File: config.mk
export PLATFORM = sky130hd
export DESIGN_NAME = vector_addsub_pipe_flat
export DESIGN_NICKNAME = d
export VERILOG_FILES = /design/src/rtl/vector_addsub_pipe_if.sv /design/src/rtl/vector_addsub_pipe.sv /design/src/flat_wrapper.sv
export SDC_FILE = /design/constraint.sdc
export NUM_CORES = 1
export LEC_CHECK = 0
export ABC_AREA = 0
export CAP_MARGIN = 30
export CORE_AREA = 2 2 266 268
export DETAILED_ROUTE_END_ITERATION = 8
export DIE_AREA = 0 0 268 270
export MAX_ROUTING_LAYER = met4
export PLACE_DENSITY = 0.64
export SYNTH_ARGS = -nofsm -noshare
export SYNTH_HDL_FRONTEND = slang
export SYNTH_SLANG_ARGS = --single-unit
File: constraint.sdc
create_clock -name clk -period 29.1 [get_ports clk]
set_input_delay 2.91 -clock clk [delete_from_list [all_inputs] [get_ports clk]]
set_output_delay 2.91 -clock clk [all_outputs]
set_load 0.02 [all_outputs]
File: src/rtl/vector_addsub_pipe_if.sv
// vector_addsub_pipe_if: issue, register-file read and write-back signals of the vector add/sub unit
interface vector_addsub_pipe_if #(
  parameter int DATA_W   = 64,
  parameter int VL_W     = 7,
  parameter int NUM_VREG = 8
);
  localparam int RIDX_W = $clog2(NUM_VREG);
  logic                       i_start;
  logic [6:0]                 i_instr;
  logic [RIDX_W-1:0]          i_i;
  logic [RIDX_W-1:0]          i_j;
  logic [RIDX_W-1:0]          i_k;
  logic [VL_W-1:0]            i_vl;
  logic [DATA_W-1:0]          i_sj;
  logic [NUM_VREG*DATA_W-1:0] i_v_rd;
  logic [VL_W-1:0]            o_rd_idx;
  logic [DATA_W-1:0]          o_result;
  logic                       o_wr_valid;
  logic [RIDX_W-1:0]          o_wr_reg;
  logic [VL_W-1:0]            o_wr_idx;
  logic                       o_busy;
  logic                       o_reject;
  modport master (
    output i_start, i_instr, i_i, i_j, i_k, i_vl, i_sj, i_v_rd,
    input  o_rd_idx, o_result, o_wr_valid, o_wr_reg, o_wr_idx, o_busy, o_reject
  );
  modport slave (
    input  i_start, i_instr, i_i, i_j, i_k, i_vl, i_sj, i_v_rd,
    output o_rd_idx, o_result, o_wr_valid, o_wr_reg, o_wr_idx, o_busy, o_reject
  );
endinterface

File: src/rtl/vector_addsub_pipe.sv
// vector_addsub_pipe: self-sequencing vector integer add/sub unit with tagged LAT-stage result pipeline
module vector_addsub_pipe #(
  parameter int DATA_W   = 64,
  parameter int VL_W     = 7,
  parameter int NUM_VREG = 8,
  parameter int LAT      = 3
) (
  input logic clk,
  input logic rst,
  vector_addsub_pipe_if.slave bus
);
  localparam int RIDX_W = $clog2(NUM_VREG);
  logic              act;
  logic              rej;
  logic              vec_r;
  logic              sub_r;
  logic [VL_W-1:0]   cnt;
  logic [VL_W-1:0]   vl_r;
  logic [RIDX_W-1:0] i_r;
  logic [RIDX_W-1:0] j_r;
  logic [RIDX_W-1:0] k_r;
  logic [DATA_W-1:0] sj_r;
  logic              vld [LAT];
  logic [VL_W-1:0]   idx [LAT];
  logic [DATA_W-1:0] dat [LAT];
  logic              legal;
  logic              busy;
  logic              accept;
  logic              issue;
  logic              last;
  logic [DATA_W-1:0] op_a;
  logic [DATA_W-1:0] op_b;
  logic [DATA_W-1:0] res;
  // decode, occupancy and the stage-1 add/sub on the element being read this cycle
  always_comb begin
    legal = bus.i_instr[6:2] == 5'b11011;
    busy = act;
    for (int n = 0; n < LAT; n++) busy = busy | vld[n];
    accept = bus.i_start && !busy && legal;
    issue = act && vl_r != '0;
    last = vl_r == '0 || cnt == vl_r - VL_W'(1);
    op_a = vec_r ? bus.i_v_rd[DATA_W*j_r +: DATA_W] : sj_r;
    op_b = bus.i_v_rd[DATA_W*k_r +: DATA_W];
    res = sub_r ? op_a - op_b : op_a + op_b;
  end
  // operation capture and element sequencer; cnt holds its last index once issue ends
  always_ff @(posedge clk or posedge rst) begin
    if (rst) begin
      act <= 1'b0;
      rej <= 1'b0;
      vec_r <= 1'b0;
      sub_r <= 1'b0;
      cnt <= '0;
      vl_r <= '0;
      i_r <= '0;
      j_r <= '0;
      k_r <= '0;
      sj_r <= '0;
    end else begin
      rej <= bus.i_start && !accept;
      if (accept) begin
        act <= 1'b1;
        cnt <= '0;
        vl_r <= bus.i_vl;
        vec_r <= bus.i_instr[0];
        sub_r <= bus.i_instr[1];
        i_r <= bus.i_i;
        j_r <= bus.i_j;
        k_r <= bus.i_k;
        sj_r <= bus.i_sj;
      end else if (act) begin
        act <= !last;
        if (!last) cnt <= cnt + VL_W'(1);
      end
    end
  end
  // result pipeline; idx/data only load on a valid beat so the outputs hold between results
  always_ff @(posedge clk or posedge rst) begin
    if (rst) begin
      for (int n = 0; n < LAT; n++) begin
        vld[n] <= 1'b0;
        idx[n] <= '0;
        dat[n] <= '0;
      end
    end else begin
      vld[0] <= issue;
      if (issue) begin
        idx[0] <= cnt;
        dat[0] <= res;
      end
      for (int n = 1; n < LAT; n++) begin
        vld[n] <= vld[n-1];
        if (vld[n-1]) begin
          idx[n] <= idx[n-1];
          dat[n] <= dat[n-1];
        end
      end
    end
  end
  assign bus.o_rd_idx   = cnt;
  assign bus.o_result   = dat[LAT-1];
  assign bus.o_wr_valid = vld[LAT-1];
  assign bus.o_wr_reg   = i_r;
  assign bus.o_wr_idx   = idx[LAT-1];
  assign bus.o_busy     = busy;
  assign bus.o_reject   = rej;
endmodule

File: src/flat_wrapper.sv
// flat-port wrapper written by rule: the top's interface ports become plain ports
module vector_addsub_pipe_flat 
#(
  parameter int DATA_W   = 64,
  parameter int VL_W     = 7,
  parameter int NUM_VREG = 8,
  parameter int LAT      = 3
)
  (clk, rst, bus_i_start, bus_i_instr, bus_i_i, bus_i_j, bus_i_k, bus_i_vl, bus_i_sj, bus_i_v_rd, bus_o_rd_idx, bus_o_result, bus_o_wr_valid, bus_o_wr_reg, bus_o_wr_idx, bus_o_busy, bus_o_reject);
  vector_addsub_pipe_if #(.DATA_W(DATA_W), .VL_W(VL_W), .NUM_VREG(NUM_VREG)) bus_i ();
  input logic clk;
  input logic rst;
  input wire logic [$bits(bus_i.i_start)-1:0] bus_i_start;
  input wire logic [$bits(bus_i.i_instr)-1:0] bus_i_instr;
  input wire logic [$bits(bus_i.i_i)-1:0] bus_i_i;
  input wire logic [$bits(bus_i.i_j)-1:0] bus_i_j;
  input wire logic [$bits(bus_i.i_k)-1:0] bus_i_k;
  input wire logic [$bits(bus_i.i_vl)-1:0] bus_i_vl;
  input wire logic [$bits(bus_i.i_sj)-1:0] bus_i_sj;
  input wire logic [$bits(bus_i.i_v_rd)-1:0] bus_i_v_rd;
  output wire logic [$bits(bus_i.o_rd_idx)-1:0] bus_o_rd_idx;
  output wire logic [$bits(bus_i.o_result)-1:0] bus_o_result;
  output wire logic [$bits(bus_i.o_wr_valid)-1:0] bus_o_wr_valid;
  output wire logic [$bits(bus_i.o_wr_reg)-1:0] bus_o_wr_reg;
  output wire logic [$bits(bus_i.o_wr_idx)-1:0] bus_o_wr_idx;
  output wire logic [$bits(bus_i.o_busy)-1:0] bus_o_busy;
  output wire logic [$bits(bus_i.o_reject)-1:0] bus_o_reject;
  assign bus_i.i_start = bus_i_start;
  assign bus_i.i_instr = bus_i_instr;
  assign bus_i.i_i = bus_i_i;
  assign bus_i.i_j = bus_i_j;
  assign bus_i.i_k = bus_i_k;
  assign bus_i.i_vl = bus_i_vl;
  assign bus_i.i_sj = bus_i_sj;
  assign bus_i.i_v_rd = bus_i_v_rd;
  assign bus_o_rd_idx = bus_i.o_rd_idx;
  assign bus_o_result = bus_i.o_result;
  assign bus_o_wr_valid = bus_i.o_wr_valid;
  assign bus_o_wr_reg = bus_i.o_wr_reg;
  assign bus_o_wr_idx = bus_i.o_wr_idx;
  assign bus_o_busy = bus_i.o_busy;
  assign bus_o_reject = bus_i.o_reject;
  vector_addsub_pipe #(.DATA_W(DATA_W), .VL_W(VL_W), .NUM_VREG(NUM_VREG), .LAT(LAT)) u_core (.clk(clk), .rst(rst), .bus(bus_i));
endmodule
==> results of run 1 <==
==> area by class of cell <==
type	count	area (µm²)	share of cell area, %
Sequential cell	307	7720	22.4
Clock inverter	21	246	0.715
Timing Repair Buffer	718	7140	20.7
Tap cell	940	1180	3.41
Inverter	29	116	0.337
Clock buffer	49	1030	2.99
Multi-Input combinational cell	1828	16900	49.0
Antenna cell	72	180	0.522
==> where the power goes <==
| group | leakage, µW | switching (µW) | internal, µW |
|---|---|---|---|
| Clock | 0.000632 | 212 | 283 |
| Combinational | 0.00889 | 1720 | 1250 |
| Sequential | 0.00382 | 192 | 626 |
==> cell families after synthesis <==
kind of cell | Yosys count | synth area share, %
AO/OA/AOI/OAI | 464 | 10.8
XOR/XNOR | 132 | 4.44
adder cells (fa/ha/maj) | 68 | 3.30
buffers and inverters | 271 | 5.71
multiplexers | 612 | 36.3
flip-flops | 307 | 29.5
AND/OR/NAND/NOR | 552 | 9.92
==> critical path: cells and delay by family <==
family                     cells  cell delay (ns)
and+or+nand+nor                7             2.46
AOI/OAI and AO/OA              6             1.28
muxes                          2             0.94
buffers and inverters          3             0.84
adders and majority gates      1             0.46
xor gates and xnor gates       2             0.32
==> synthesized netlist by cell type, types with 12 or more instances <==
cell type	n	area, µm²
o31ai_1	16	120
buf_2	21	105
nand2b_1	14	87.6
buf_6	15	169
o22ai_1	12	75.1
a221oi_1	13	114
nand4_1	12	75.1
mux4_2	224	5040
ha_1	67	838
dfrtp_1	307	7680
a21o_1	34	255
xor2_1	70	613
nand2_1	170	638
mux2_2	226	2540
buf_1	29	109
a31oi_1	28	175
mux2i_1	146	1460
nor2b_1	14	87.6
nor4_1	14	87.6
and3_1	12	75.1
a21oi_1	171	856
xnor2_1	62	543
o21ai_0	108	541
nand3_1	23	115
inv_1	28	105
clkbuf_1	94	353
buf_4	79	593
nor2_1	180	676
nor3_1	58	290
==> stage by stage <==
stage / total power (µW) / util (%) / hold WS (ns) / instance area [µm²]
3_3_place_gp: 3710 / 47.4 / 0.457 / 33000
4_1_cts: 4240 / 49.3 / 0.473 / 34300
5_1_grt: 4550 / 49.6 / 0.495 / 34500
6_report: 4280 / 49.6 / 0.467 / 34500
3_5_place_dp: 3730 / 47.5 / 0.458 / 33000
2_1_floorplan: 2800 / - / 0.352 / 26000
==> final timing paths <==
check / slack [ns] / cells past startpoint / to
worst min register to register: 0.47 / 2 / u_core.idx[17]
worst min-delay path: 0.47 / 2 / u_core.idx[17]
worst max register to register: 21.39 / 21 / u_core.dat[186]
max in group asynchronous: 24.79 / 4 / u_core.sub_r
min in group asynchronous: 2.63 / 2 / u_core.bus.o_result[52]
worst max-delay path: 20.29 / 21 / u_core.dat[186]
==> routing by layer <==
layer / vias up / part of all wire (%) / global-route usage (%)
li1: 10200 / - / -
met1: 11800 / 42 / 44.8
met2: 1227 / 44 / 48.8
met3: 206 / 9.8 / 9.31
met4: 0 / 4.0 / 13.8
met5: - / 0 / -
==> out/summary.txt, run 1 <==
status: finished clean
placed cells: 3821
worst r2r src: u_core.k_r[1]
Mapped Avg Cell Area: 10.8 µm²
Final period util: 30.3%
Post-synth EDFFs: 0
CTS tree: yes
clk_lat worst skew: 0.59 ns
Initial Util: 37.4%
post-synth cell types: 82
crit-path cells: clkdlybuf4s50_1 > mux4_1 > mux2i_1 > inv_1 > nor4_1 > buf_4 > nor4b_4 > and4_1 > a31oi_1 > xor2_1 > ha_1 > nand4_1 > or3_1 > or2_2 > nor3_1 > a22oi_1 > a21oi_1 > a41oi_1 > a21oi_1 > xnor2_1 > o21ai_0
Slew headroom: 29.6%
Root Buffer: clkbuf_16
pwr dens: 124 nW/µm²
critical path startpoint: bus_i_v_rd[128]
Most Frequent Cell on Critical Path: a21oi_1
DR iter-0 viols: 2535
worst-margin pin slew: 1.06 ns
Max Cap Violations: 0
Final Setup Violations: 0
dominant synthesized flop cell: dfrtp_1
Critical Path Fanout Max: 10
vias per cell: 5.91
Lkg Pwr: 0.0133 µW
Setup Buffers After CTS: 0
RSZ-0062 raised after global routing: false
Synth Cell Area: 26000 µm²
Post-synth ARST share: 100%
Die Wd: 268 µm
clk sinks: 307
post-synthesis register bit count: 307
WP data required: 29.50 ns
post-route ant nets: 0
CTS Hold Bufs: 0
drt first pass iters: 5
layout cell share with drive strength beyond 1: 20.0%
pin count of the biggest net entering global routing: 126
final std cells w/o fill: 3964
Avg WL per Cell: 30.5 µm
first-pass GRT wire length: 171 mm
most frequent cells in the layout: clkdlybuf4s50_1 (685), dfrtp_1 (297), mux2_2 (226)
FMAX: 113 MHz
P&R area growth vs syn: 32.5%
gr ovfl total: 0
worst min path class: reg -> reg
initial antenna violation count: 84
number of global-route vias before repair: 23500
Core Area: 69500 µm²
Die Y-Extent: 270 µm
DP HPWL: 98.9 mm
startpoint types: input port
crit path time final: 8.81 ns
Layout Nets: 3592
Final WS setup: 20.29 ns
Post-Syn Nets: 3076
max incr delay on CP: 0.52 ns
Longest Clk Path Bufs: 3
setup TNS: 0 ns
Yosys warnings: 0
number of buffers added on ports: 685
CP endpoint kind: register
slowest cell on the critical path: mux4_1
VDD IR max: 0.0718 mV
hold wc startpoint: u_core.idx[17]
die area: 72400 µm²
H-Tree Depth: 2
fillers: 6277
Fin. Hold Viols: 0
Clk pin slew, worst setup/hold paths: 0.06 ns
Worst Clk Skew: 0.0483 ns
GRT Total Usage: 33.9%
PostCTS Resize Cnt: 0
pre-CTS WS: 19.84 ns
largest reg by FF count: u_core.dat
Final Max Slew Viols: 0
Residual DRC: 0
# rows: 97
Synth Instances: 2406
Vias: 23400
Seq/Total Area, Yosys: 29.5%
CTS buffer count: 38
commonest non-fill, non-tap cell in the layout: clkdlybuf4s50_1
placer congestion estimate: 1.00
final wirelength: 121 mm
Critical Path AT: 9.21 ns
Largest register FFs: 128
Crit Path Category: in -> reg
IO Pins: 686
Note: power is estimated with default switching activity, not from simulation.
==> run 2: changes to the inputs <==
--- a/config.mk
+++ b/config.mk
@@ -11,7 +11,7 @@
 export DETAILED_ROUTE_END_ITERATION = 8
 export DIE_AREA = 0 0 268 270
 export MAX_ROUTING_LAYER = met4
-export PLACE_DENSITY = 0.64
+export PLACE_DENSITY = 0.67
 export SYNTH_ARGS = -nofsm -noshare
 export SYNTH_HDL_FRONTEND = slang
 export SYNTH_SLANG_ARGS = --single-unit
==> constraint.sdc (replaced) <==
create_clock -name clk -period 8 [get_ports clk]
set_input_delay 0.8 -clock clk [delete_from_list [all_inputs] [get_ports clk]]
set_output_delay 0.8 -clock clk [all_outputs]
set_load 0.02 [all_outputs]
==> run 2 against run 1 <==
  * Wire length down 0.56%
  * Combinational power rose to 3.6 times the previous value
  * Register-to-register slack worse by 20 ns
  * Clock skew down 0.0088 ns
  * Sequential share of layout area down 0.090 points
  * Sequential power rose to 3.7 times the previous value
  * Die area unchanged
  * Hold slack better by 0.0073 ns
  * Global-route usage down 0.31 points
  * Power rose to 3.7 times the previous value
  * Critical path depth down 1
  * Worst setup slack worse by 19 ns
  * Critical path type is now reg -> reg
  * Highest routed layer unchanged
==> out/summary.txt, run 2 (same netlist as run 1, synthesis figures left out) <==
status: finished clean
DR iter-0 viols: 2555 (+0.79%)
post-route ant nets: 0 (unchanged)
CTS tree: yes
worst-margin pin slew: 1.21 ns (+0.159 ns)
commonest non-fill, non-tap cell in the layout: clkdlybuf4s50_1
IO Pins: 686 (unchanged)
Largest register FFs: 128 (unchanged)
number of global-route vias before repair: 23500 (-0.34%)
# rows: 97 (unchanged)
RSZ-0062 raised after global routing: false
clk_lat worst skew: 0.59 ns (about the same)
crit path buf inv count: 1 (-2)
DP HPWL: 98.0 mm (-0.93%)
initial antenna violation count: 70 (-17%)
H-Tree Depth: 2 (unchanged)
pwr dens: 455 nW/µm² (+270%)
worst min path class: reg -> reg
placer congestion estimate: 1.01 (+0.80%)
slowest cell on the critical path: dfrtp_4
Worst Clk Skew: 0.0395 ns (-0.00883 ns)
clk sinks: 307 (unchanged)
Longest Clk Path Bufs: 3 (unchanged)
Die Wd: 268 µm (unchanged)
die area: 72400 µm² (unchanged)
Final Max Slew Viols: 0 (unchanged)
CP top delay family: simple AND/OR/NAND/NOR gates
Core Area: 69500 µm² (unchanged)
Critical Path AT: 7.46 ns (-1.75 ns)
worst r2r src: u_core.k_r[1]
Residual DRC: 0 (unchanged)
CTS buffer count: 39 (+2.6%)
P&R area growth vs syn: 32.9%
fillers: 6205 (-1.1%)
layout cell share with drive strength beyond 1: 20.1% (+0.20 points)
Fin. Hold Viols: 0 (unchanged)
crit path time final: 7.03 ns
drt first pass iters: 7 (+2)
R2R Path End: u_core.dat[189]
max incr delay on CP: 0.92 ns (+0.40 ns)
Vias: 23600 (+0.80%)
number of buffers added on ports: 685 (unchanged)
Root Buffer: clkbuf_16
Setup Buffers After CTS: 0 (unchanged)
Worst R2R Setup Slack: 0.97 ns (-20.42 ns)
GRT Total Usage: 33.6% (-0.31 points)
Crit Path Category: reg -> reg
first-pass GRT wire length: 169 mm (-0.88%)
hold wc startpoint: u_core.idx[19]
worst hold endpoint: u_core.idx[19]
Clk pin slew, worst setup/hold paths: 0.06 ns (about the same)
Initial Util: 37.4% (unchanged)
crit-path cells: buf_4 > nor2b_1 > o31ai_1 > a41o_1 > or4b_1 > nor4b_4 > and4_1 > a31oi_1 > xor2_1 > ha_1 > nand2_1 > nor4_1 > nand3_1 > a211oi_1 > nor2_1 > a21oi_1 > a211o_1 > nand2_1 > o2111ai_1 > or3b_2
Avg WL per Cell: 30.3 µm (-0.58%)
Final period util: 87.9%
Slew headroom: 19.0% (-11 points)
vias per cell: 5.96 (+0.78%)
CTS Hold Bufs: 0 (unchanged)
Most Frequent Cell on Critical Path: nand2_1
largest reg by FF count: u_core.dat
Final Setup Violations: 0 (unchanged)
fin util: 49.8% (+0.17 points)
pin count of the biggest net entering global routing: 186 (+48%)
Die Y-Extent: 270 µm (unchanged)
Lkg Pwr: 0.0134 µW (+0.48%)
VDD IR max: 0.233 mV (+220%)
Reg2Reg Depth: 20 (-4.8%)
WP data required: 8.42 ns (-21.08 ns)
Max Cap Violations: 0 (unchanged)
startpoint types: register
PostCTS Resize Cnt: 0 (unchanged)
most frequent cells in the layout: clkdlybuf4s50_1 (685), dfrtp_1 (297), mux2_2 (226)
Worst Hold Depth: 2 (unchanged)
setup TNS: 0 ns (unchanged)
Critical Path Fanout Max: 41 (+31)
final wirelength: 120 mm (-0.56%)
FMAX: 142 MHz
CP endpoint kind: register
gr ovfl total: 0 (unchanged)
Layout Nets: 3598 (+0.17%)
run 2: cell count changes in the layout (fill, tap and decap cells not counted), moves of 2 or more:
cell      previous run  this run
dfrtp_2              1         3
clkbuf_8             4         6
diode_2             72        67
clkinv_4             4         0
dfrtp_4              9         7
inv_6                2         4
buf_12               0         3
buf_4               30        33
inv_16               2         0
run 2: report_power, final:
group,switching [µW],total (µW),internal (µW)
combinational,6280,10800,4560
sequential,782,3060,2270
clock,753,1850,1100
run 2: layout make-up:
cell class	instances	area (µm²)	share of cell area (%)
diodes	67	168	0.484
flip-flops and latches	307	7710	22.3
multi-input cells	1828	16900	48.8
repair buffers	723	7220	20.9
inverters	29	113	0.325
clock inverters	20	258	0.745
well taps	940	1180	3.40
clock buffers	51	1080	3.12
run 2: worst min-delay path: stages (launching register included):
cell and delay, ns:
dfrtp_1 0.34, nand2_1 0.05, nand2_1 0.05
run 2: worst max path at each step:
stage	startpoint	end	slack, ns	cells after the start
floorplan	u_core.k_r[0]	u_core.dat[189]	1.44	26
global route	u_core.k_r[1]	u_core.dat[189]	0.54	19
detailed placement	u_core.k_r[1]	u_core.dat[189]	1.0	19
CTS	u_core.k_r[1]	u_core.dat[189]	0.96	19
global placement	u_core.k_r[1]	u_core.dat[189]	1.11	19
finish	u_core.k_r[1]	u_core.dat[189]	0.97	20
run 2: layer usage:
layer  global-route usage [%]  vias up  wire [µm]
met4                     15.2        0       5150
met3                     7.85      211      10600
met1                     45.1    11900      50500
met5                        -        -          0
li1                         -    10200          -
met2                     47.9     1299      54000
run 2: through the flow:
| stage | instances | instance area, µm² | hold slack [ns] | setup WS (ns) | power (µW) |
|---|---|---|---|---|---|
| after floorplan | 2406 | 26000 | 0.352 | 1.44 | 10200 |
| after global placement | 3825 | 33100 | 0.455 | 1.11 | 13600 |
| after detailed placement | 3825 | 33100 | 0.461 | 0.999 | 13700 |
| after CTS | 3896 | 34400 | 0.476 | 0.955 | 15600 |
| after global routing | 3960 | 34600 | 0.492 | 0.541 | 16700 |
| final | 3965 | 34600 | 0.475 | 0.967 | 15800 |
==> run 3: changes to the inputs <==
--- a/config.mk
+++ b/config.mk
@@ -8,10 +8,12 @@
 export ABC_AREA = 0
 export CAP_MARGIN = 30
 export CORE_AREA = 2 2 266 268
+export CTS_BUF_LIST = sky130_fd_sc_hd__clkbuf_16
 export DETAILED_ROUTE_END_ITERATION = 8
 export DIE_AREA = 0 0 268 270
 export MAX_ROUTING_LAYER = met4
 export PLACE_DENSITY = 0.67
+export SLEW_MARGIN = 20
 export SYNTH_ARGS = -nofsm -noshare
 export SYNTH_HDL_FRONTEND = slang
 export SYNTH_SLANG_ARGS = --single-unit
==> run 3 against run 2 <==
  * Worst setup slack got worse by 0.016 ns
  * Combinational power barely moved
  * Highest routed layer unchanged
  * Sequential share of layout area about the same
==> out/summary.txt, run 3 (same netlist as run 1, synthesis figures left out) <==
CTS tree: yes
PostCTS Resize Cnt: 0 (unchanged)
Root Buffer: clkbuf_16
IO Pins: 686 (unchanged)
crit path time final: 7.05 ns (+0.0159 ns)
# rows: 97 (unchanged)
DP HPWL: 98.0 mm (unchanged)
clk_lat worst skew: 0.59 ns (about the same)
VDD IR max: 0.230 mV (-1.2%)
Final period util: 88.1% (+0.20 points)
layout cell share with drive strength beyond 1: 20.0% (-0.18 points)
most frequent cells in the layout: clkdlybuf4s50_1 (685), dfrtp_1 (297), mux2_2 (226)
drt first pass iters: 8 (+1)
gr ovfl total: 0 (unchanged)
Residual DRC: 0 (unchanged)
hold wc startpoint: u_core.idx[19]
post-route ant nets: 0 (unchanged)
Min Hold Slack: 0.473 ns (-0.00105 ns)
Die Wd: 268 µm (unchanged)
final std cells w/o fill: 3965 (unchanged)
FMAX: 142 MHz (-0.23%)
Layout Nets: 3599 (+0.028%)
Critical Path Fanout Max: 41 (unchanged)
worst min path class: reg -> reg
Fin. Hold Viols: 0 (unchanged)
number of buffers added on ports: 685 (unchanged)
Final Setup Violations: 0 (unchanged)
worst r2r src: u_core.k_r[1]
P&R area growth vs syn: 32.8%
die area: 72400 µm² (unchanged)
Setup Buffers After CTS: 0 (unchanged)
CTS Hold Bufs: 0 (unchanged)
CTS buffer count: 39 (unchanged)
Longest Clk Path Bufs: 3 (unchanged)
status: finished clean
Lkg Pwr: 0.0134 µW (about the same)
placed cells: 3825 (unchanged)
vias per cell: 5.94 (-0.30%)
Die Y-Extent: 270 µm (unchanged)
startpoint types: register
commonest non-fill, non-tap cell in the layout: clkdlybuf4s50_1
critical path startpoint: u_core.k_r[1]
first-pass GRT wire length: 169 mm (about the same)
RSZ-0062 raised after global routing: false
Clk pin slew, worst setup/hold paths: 0.06 ns (about the same)
Max Cap Violations: 0 (unchanged)
GRT Total Usage: 33.5% (about the same)
H-Tree Depth: 2 (unchanged)
clk sinks: 307 (unchanged)
final wirelength: 120 mm (-0.20%)
largest reg by FF count: u_core.dat
Initial Util: 37.4% (unchanged)
worst-margin pin slew: 1.16 ns (-0.0531 ns)
Pwr Total: 15700 µW (-0.45%)
placer congestion estimate: 1.01 (unchanged)
DR iter-0 viols: 2507 (-1.9%)
Avg WL per Cell: 30.3 µm (-0.20%)
number of global-route vias before repair: 23400 (-0.085%)
Slew headroom: 22.5% (+3.5 points)
fillers: 6211 (+0.097%)
Vias: 23600 (-0.30%)
CP endpoint kind: register
Final Max Slew Viols: 0 (unchanged)
pwr dens: 453 nW/µm² (-0.35%)
Largest register FFs: 128 (unchanged)
Worst Clk Skew: 0.0427 ns (+0.00317 ns)
initial antenna violation count: 70 (unchanged)
Crit Path Category: reg -> reg
Critical Path AT: 7.47 ns (about the same)
pin count of the biggest net entering global routing: 186 (unchanged)
WP data required: 8.42 ns (about the same)
setup TNS: 0 ns (unchanged)
Core Area: 69500 µm² (unchanged)
-- run 3: through the flow --
step | setup slack (ns) | instance area [µm²] | util (%)
2_1_floorplan | 1.44 | 26000 | -
3_3_place_gp | 1.11 | 33100 | 47.5
3_5_place_dp | 0.999 | 33100 | 47.5
4_1_cts | 0.952 | 34300 | 49.4
5_1_grt | 0.540 | 34600 | 49.7
6_report | 0.951 | 34600 | 49.7
-- run 3: final timing paths --
check | depth (start not counted) | to | slack [ns]
max in group asynchronous | 5 | u_core.k_r[0] | 5.28
min reg2reg | 2 | u_core.idx[19] | 0.47
max reg2reg | 20 | u_core.dat[189] | 0.95
max | 20 | u_core.dat[189] | 0.95
min in group asynchronous | 2 | u_core.bus.o_result[41] | 0.71
min | 2 | u_core.idx[19] | 0.47
-- run 3: area by class of cell --
type,count,area [µm²],share of cell area [%]
Antenna cell,66,165,0.478
Sequential cell,307,7710,22.3
Clock buffer,39,976,2.82
Inverter,29,113,0.326
Multi-Input combinational cell,1828,16900,48.8
Tap cell,940,1180,3.40
Timing Repair Buffer,724,7250,21.0
Clock inverter,32,303,0.876
-- run 3: power by group --
group	switching (µW)	leakage [µW]	total, µW	internal, µW
Sequential	779	0.00382	3050	2270
Clock	752	0.000657	1780	1030
Combinational	6280	0.00893	10800	4560
Total	7810	0.0134	15700	7870
-- run 3: worst max-delay path, stage by stage (launching register included) --
cell and delay (ns):
dfrtp_4 0.91, buf_4 0.38, nor2b_1 0.26, o31ai_1 0.18, a41o_1 0.27, or4b_1 0.61
nor4b_4 0.46, and4_1 0.48, a31oi_1 0.15, xor2_1 0.18, ha_1 0.44, nand2_1 0.16
nor4_1 0.34, nand3_1 0.14, a211oi_1 0.30, nor2_1 0.15, a21oi_1 0.39, a211o_1 0.20
nand2_1 0.14, o2111ai_1 0.23, or3b_2 0.45
-- run 3: layer usage --
layer	up-vias	global-route usage (%)	routed length, µm
met4	0	15.2	5320
li1	10200	-	-
met3	223	7.85	10700
met2	1326	47.9	53700
met5	-	-	0
met1	11800	45.0	50300
